===== src/rtl/sram_controller.sv =====
// rtl/sram_controller.sv - 32-bit MEM-stage access sequencer onto a 16-bit multi-cycle SRAM
module sram_controller #(
  parameter int WAIT_CYCLES = 5,
  parameter int ADDR_BASE   = 1024
) (
  input  logic        clk,
  input  logic        rst_n,
  input  logic        memRead,
  input  logic        memWrite,
  input  logic [31:0] address,
  input  logic [31:0] writeData,
  output logic [31:0] readData,
  output logic        ready,
  output logic [17:0] sramAddr,
  output logic [15:0] sramWrData,
  input  logic [15:0] sramRdData,
  output logic        sramWeN
);

  localparam int CW = (WAIT_CYCLES > 1) ? $clog2(WAIT_CYCLES) : 1;
  localparam logic [CW-1:0] CNT_LOAD = CW'(WAIT_CYCLES - 1);
  localparam logic [31:0] BASE = 32'(ADDR_BASE);

  typedef enum logic [1:0] {S_IDLE, S_LOW, S_HIGH, S_DONE} state_t;

  state_t        state_q, state_d;
  logic [CW-1:0] cnt_q, cnt_d;
  logic [16:0]   wa_q, wa_d;
  logic [31:0]   wd_q, wd_d;
  logic          wr_q, wr_d;
  logic [15:0]   lo_q, lo_d;
  logic [31:0]   rd_data_q, rd_data_d;
  logic [17:0]   addr_q, addr_d;
  logic [15:0]   wrdata_q, wrdata_d;

  // Only bits [18:2] of the rebased address select a word; the rest wrap away.
  logic [18:0] offset;
  logic        unused_addr_bits;
  assign offset           = address[18:0] - BASE[18:0];
  assign unused_addr_bits = ^{address[31:19], offset[1:0]};

  // Next-state, latch and SRAM pin decode; pins depend only on state and latched values.
  always_comb begin
    state_d    = state_q;
    cnt_d      = cnt_q;
    wa_d       = wa_q;
    wd_d       = wd_q;
    wr_d       = wr_q;
    lo_d       = lo_q;
    rd_data_d  = rd_data_q;
    sramAddr   = addr_q;
    sramWrData = wrdata_q;
    sramWeN    = 1'b1;
    ready      = 1'b0;

    case (state_q)
      S_IDLE: begin
        if (memRead | memWrite) begin
          wa_d    = offset[18:2];
          wd_d    = writeData;
          wr_d    = memWrite;
          cnt_d   = CNT_LOAD;
          state_d = S_LOW;
        end else begin
          ready = 1'b1;
        end
      end
      S_LOW: begin
        sramAddr = {wa_q, 1'b0};
        if (wr_q) begin
          sramWrData = wd_q[15:0];
          sramWeN    = 1'b0;
        end
        if (cnt_q == '0) begin
          if (!wr_q) lo_d = sramRdData;
          cnt_d   = CNT_LOAD;
          state_d = S_HIGH;
        end else begin
          cnt_d = cnt_q - 1'b1;
        end
      end
      S_HIGH: begin
        sramAddr = {wa_q, 1'b1};
        if (wr_q) begin
          sramWrData = wd_q[31:16];
          sramWeN    = 1'b0;
        end
        if (cnt_q == '0) begin
          if (!wr_q) rd_data_d = {sramRdData, lo_q};
          state_d = S_DONE;
        end else begin
          cnt_d = cnt_q - 1'b1;
        end
      end
      default: begin
        ready   = 1'b1;
        state_d = S_IDLE;
      end
    endcase

    addr_d   = sramAddr;
    wrdata_d = sramWrData;
  end

  assign readData = rd_data_q;

  // State and datapath registers; reset abandons any access in flight.
  always_ff @(posedge clk or negedge rst_n) begin
    if (!rst_n) begin
      state_q   <= S_IDLE;
      cnt_q     <= '0;
      wa_q      <= '0;
      wd_q      <= '0;
      wr_q      <= 1'b0;
      lo_q      <= '0;
      rd_data_q <= '0;
      addr_q    <= '0;
      wrdata_q  <= '0;
    end else begin
      state_q   <= state_d;
      cnt_q     <= cnt_d;
      wa_q      <= wa_d;
      wd_q      <= wd_d;
      wr_q      <= wr_d;
      lo_q      <= lo_d;
      rd_data_q <= rd_data_d;
      addr_q    <= addr_d;
      wrdata_q  <= wrdata_d;
    end
  end

endmodule


===== config.mk =====
export PLATFORM = sky130hd
export DESIGN_NAME = sram_controller
export DESIGN_NICKNAME = d
export VERILOG_FILES = /design/src/rtl/sram_controller.sv
export SDC_FILE = /design/constraint.sdc
export NUM_CORES = 1
export LEC_CHECK = 0
export CAP_MARGIN = 0
export CORE_ASPECT_RATIO = 0.8
export CORE_MARGIN = 8
export CORE_UTILIZATION = 50
export CTS_BUF_LIST = sky130_fd_sc_hd__clkbuf_4
export CTS_CLUSTER_SIZE = 20
export DETAILED_ROUTE_END_ITERATION = 16
export PLACE_DENSITY = 0.83
export SLEW_MARGIN = 25
export SYNTH_ARGS = -nofsm -noshare
export SYNTH_HDL_FRONTEND = slang
export SYNTH_SLANG_ARGS = --single-unit

===== constraint.sdc =====
create_clock -name clk -period 2.65 [get_ports clk]
set_clock_uncertainty 0.05 [all_clocks]
set_input_delay 0.6625 -clock clk [delete_from_list [all_inputs] [get_ports clk]]
set_output_delay 0.6625 -clock clk [all_outputs]
set_load 0.005 [all_outputs]

==> flow_summary.toml <==
[status]
status = "finished with violations"
violations = "setup timing"

[placed_design]
dpl.hpwl_um = 9970
io_buffers = 136
gp_congestion = 0.809
pre_cts_ws_ps = -227
dp.cells = 779

[synth]
syn_inst = 501
synthTopCellsByArea = "dfrtp_1 62%, nand2_1 10%, mux2_2 9.7%"
seq_area_frac_synth = 0.615
async_reset_ff_frac = 1.00
avgSynthCellArea_um2 = 11.1
yosysMostFrequentCell = "nand2_1"
synth_top_area_share = 0.615
synth_ff_type = "dfrtp_1"
synth_edf_count = 0
yosys.area.top_type = "dfrtp_1"
syn-num-nets = 592
yosys.cell_types.count = 38
ys_top_cells_by_count = "153 x nand2_1, 137 x dfrtp_1, 48 x mux2_2"
synth-seq-cells = 137
synth_area_um2 = 5570
synth_warnings = 0

[clocking]
clock_latency_ps = 530
clk_pin_slew_worst_paths_ps = 120
clk_path_buf_depth = 2
clockRootBuffer = "clkbuf_4"
cts_tree = "built"
cts_sinks = 137
cts_buffers = 17
htreeDepth = 4

[detailed_routing]
vias_per_cell = 5.34
wl_per_cell_um = 18.1
ant_nets = 0
drt_first_pass_iters = 5
remaining_drc_errors = 0
drt-total-wl_um = 14900
num_vias = 4391
drt_iter0_drc = 293

[finish]
syn_to_final_growth_pct = 42.1
nets = 758
finalNonFillerCells = 823
drive_gt1_frac = 0.284
antenna_cells = 0
fillCellCount = 756

[timing]
finalMaxSlewViolations = 0
rsz0062_at_grt = "yes"
setup-violations-final = 32
fin_crit_ps = 2750
max_freq_mhz = 364
tns_ps = -1730
worst_pin_slew_ps = 609
fin_crit_sh = 1.04
final-hold-violation-count = 0
worst_slack_ps = -98.1
maxSlewHeadroom = 0.593
hold_ws_ps = 20.2

[global_route]
gr-total-overflow = 0
gr-usage-all-layers = 0.197
grt_pass1_vias = 4615
grt_antenna_before_repair = 0
grt_first_pass_wirelength_um = 23700
grt_max_degree = 59

[floorplan]
dieArea_um2 = 14800
fp.dieH_um = 110
dieWidth_um = 134
rows = 34
initial_core_util = 0.514
core_um2 = 10800
pin_count = 152

[critical_path]
rrSetupSlack_ps = 530
required_ps = 1940
end_kind = "output port"
critPathMaxFanout = 8
critical_path_class = "reg -> out"
cp.arrival_ps = 2040
cp-start-kind = "flip-flop"

[worst_hold_path]
hp-class = "in -> async"

[power]
powerDensity_nw_per_um2 = 1290
p_leak_uw = 0.00362
ir_worst_vdd_mv = 0.603

[job]
cap_violations = 0
## path summary, 6_finish.rpt
path                                 end  depth (start not counted)  startpoint
setup / recovery           sramWrData[1]                          8  state_q[1]
hold / removal                   lo_q[0]                          1       rst_n
setup reg to reg            readData[25]                          7  state_q[0]
hold reg to reg                 cnt_q[0]                          1    cnt_q[0]
max in group asynchronous    readData[2]                          2       rst_n
min in group clk                cnt_q[0]                          1    cnt_q[0]
## per-stage QoR
step                      instance area (um^2)   util  power (uW)
after global routing                      7920  0.730       10800
final                                     7920  0.730       10200
after CTS                                 7740  0.713        9750
after global placement                    7260  0.669        7490
after detailed placement                  7260  0.669        7720
after floorplan                           5570      -        5470
## where the power goes
| part | total [uW] | switching, uW | internal, uW |
|---|---|---|---|
| Combinational | 4950 | 2390 | 2560 |
| Clock | 1690 | 754 | 940 |
| Sequential | 3550 | 534 | 3010 |
| Total | 10200 | 3680 | 6510 |
## registers in the layout, indices dropped and copies added, names as in the netlist
register and flops:
wrdata_q 16, lo_q 16, cnt_q 3, addr_q 18
state_q 2, wa_q 17, readData 32, wd_q 32
wr_q 1
## placed cells by master, fill, tap and decap left out, types with 10 or more instances in the layout
master / count
buf_2: 31
dfrtp_1: 137
clkbuf_4: 18
nand2_1: 152
a22oi_1: 13
mux2_2: 47
inv_1: 24
buf_4: 21
clkdlybuf4s50_1: 99
o21ai_1: 10
## per-layer routing
metal	global-route usage	wire, um	vias to the layer above
li1	-	-	2019
met1	0.264	6690	2172
met2	0.301	6990	183
met3	0.0634	1070	17
met4	0.0575	161	0
met5	0	0	-
## worst max-delay path, stage by stage (launching register included)
cell and delay [ps]:
dfrtp_1 420, buf_4 160, ha_4 180, nor2_4 100, o21ai_2 80, buf_12 170, buf_6 130, o2bb2ai_2 130
buf_2 140
## cells by family after synthesis
group | count (synthesis) | share of synthesized area
AND/OR/NAND/NOR | 181 | 0.138
flip-flops | 137 | 0.615
AO/OA/AOI/OAI | 70 | 0.0871
buffers and inverters | 52 | 0.0366
multiplexers | 51 | 0.103
adder cells (fa/ha/maj) | 7 | 0.0157
XOR/XNOR | 3 | 0.00472
## cell type report
type	instances	area, um^2	area share
well taps	144	180	0.0228
multi-input cells	312	2230	0.281
clock inverters	13	226	0.0286
repair buffers	173	1620	0.205
inverters	26	97.6	0.0123
flip-flops and latches	137	3430	0.433
clock buffers	18	135	0.0171
## what timing repair did
item | CTS | global route
hold buffers | 0 | 0
gates cloned | 0 | 2
pin swaps | 1 | 4
endpoints found under the setup margin | 36 | 36
setup buffers | 10 | 1
gates resized for setup | 189 | 25
Note: power is estimated with default switching activity, not from simulation.
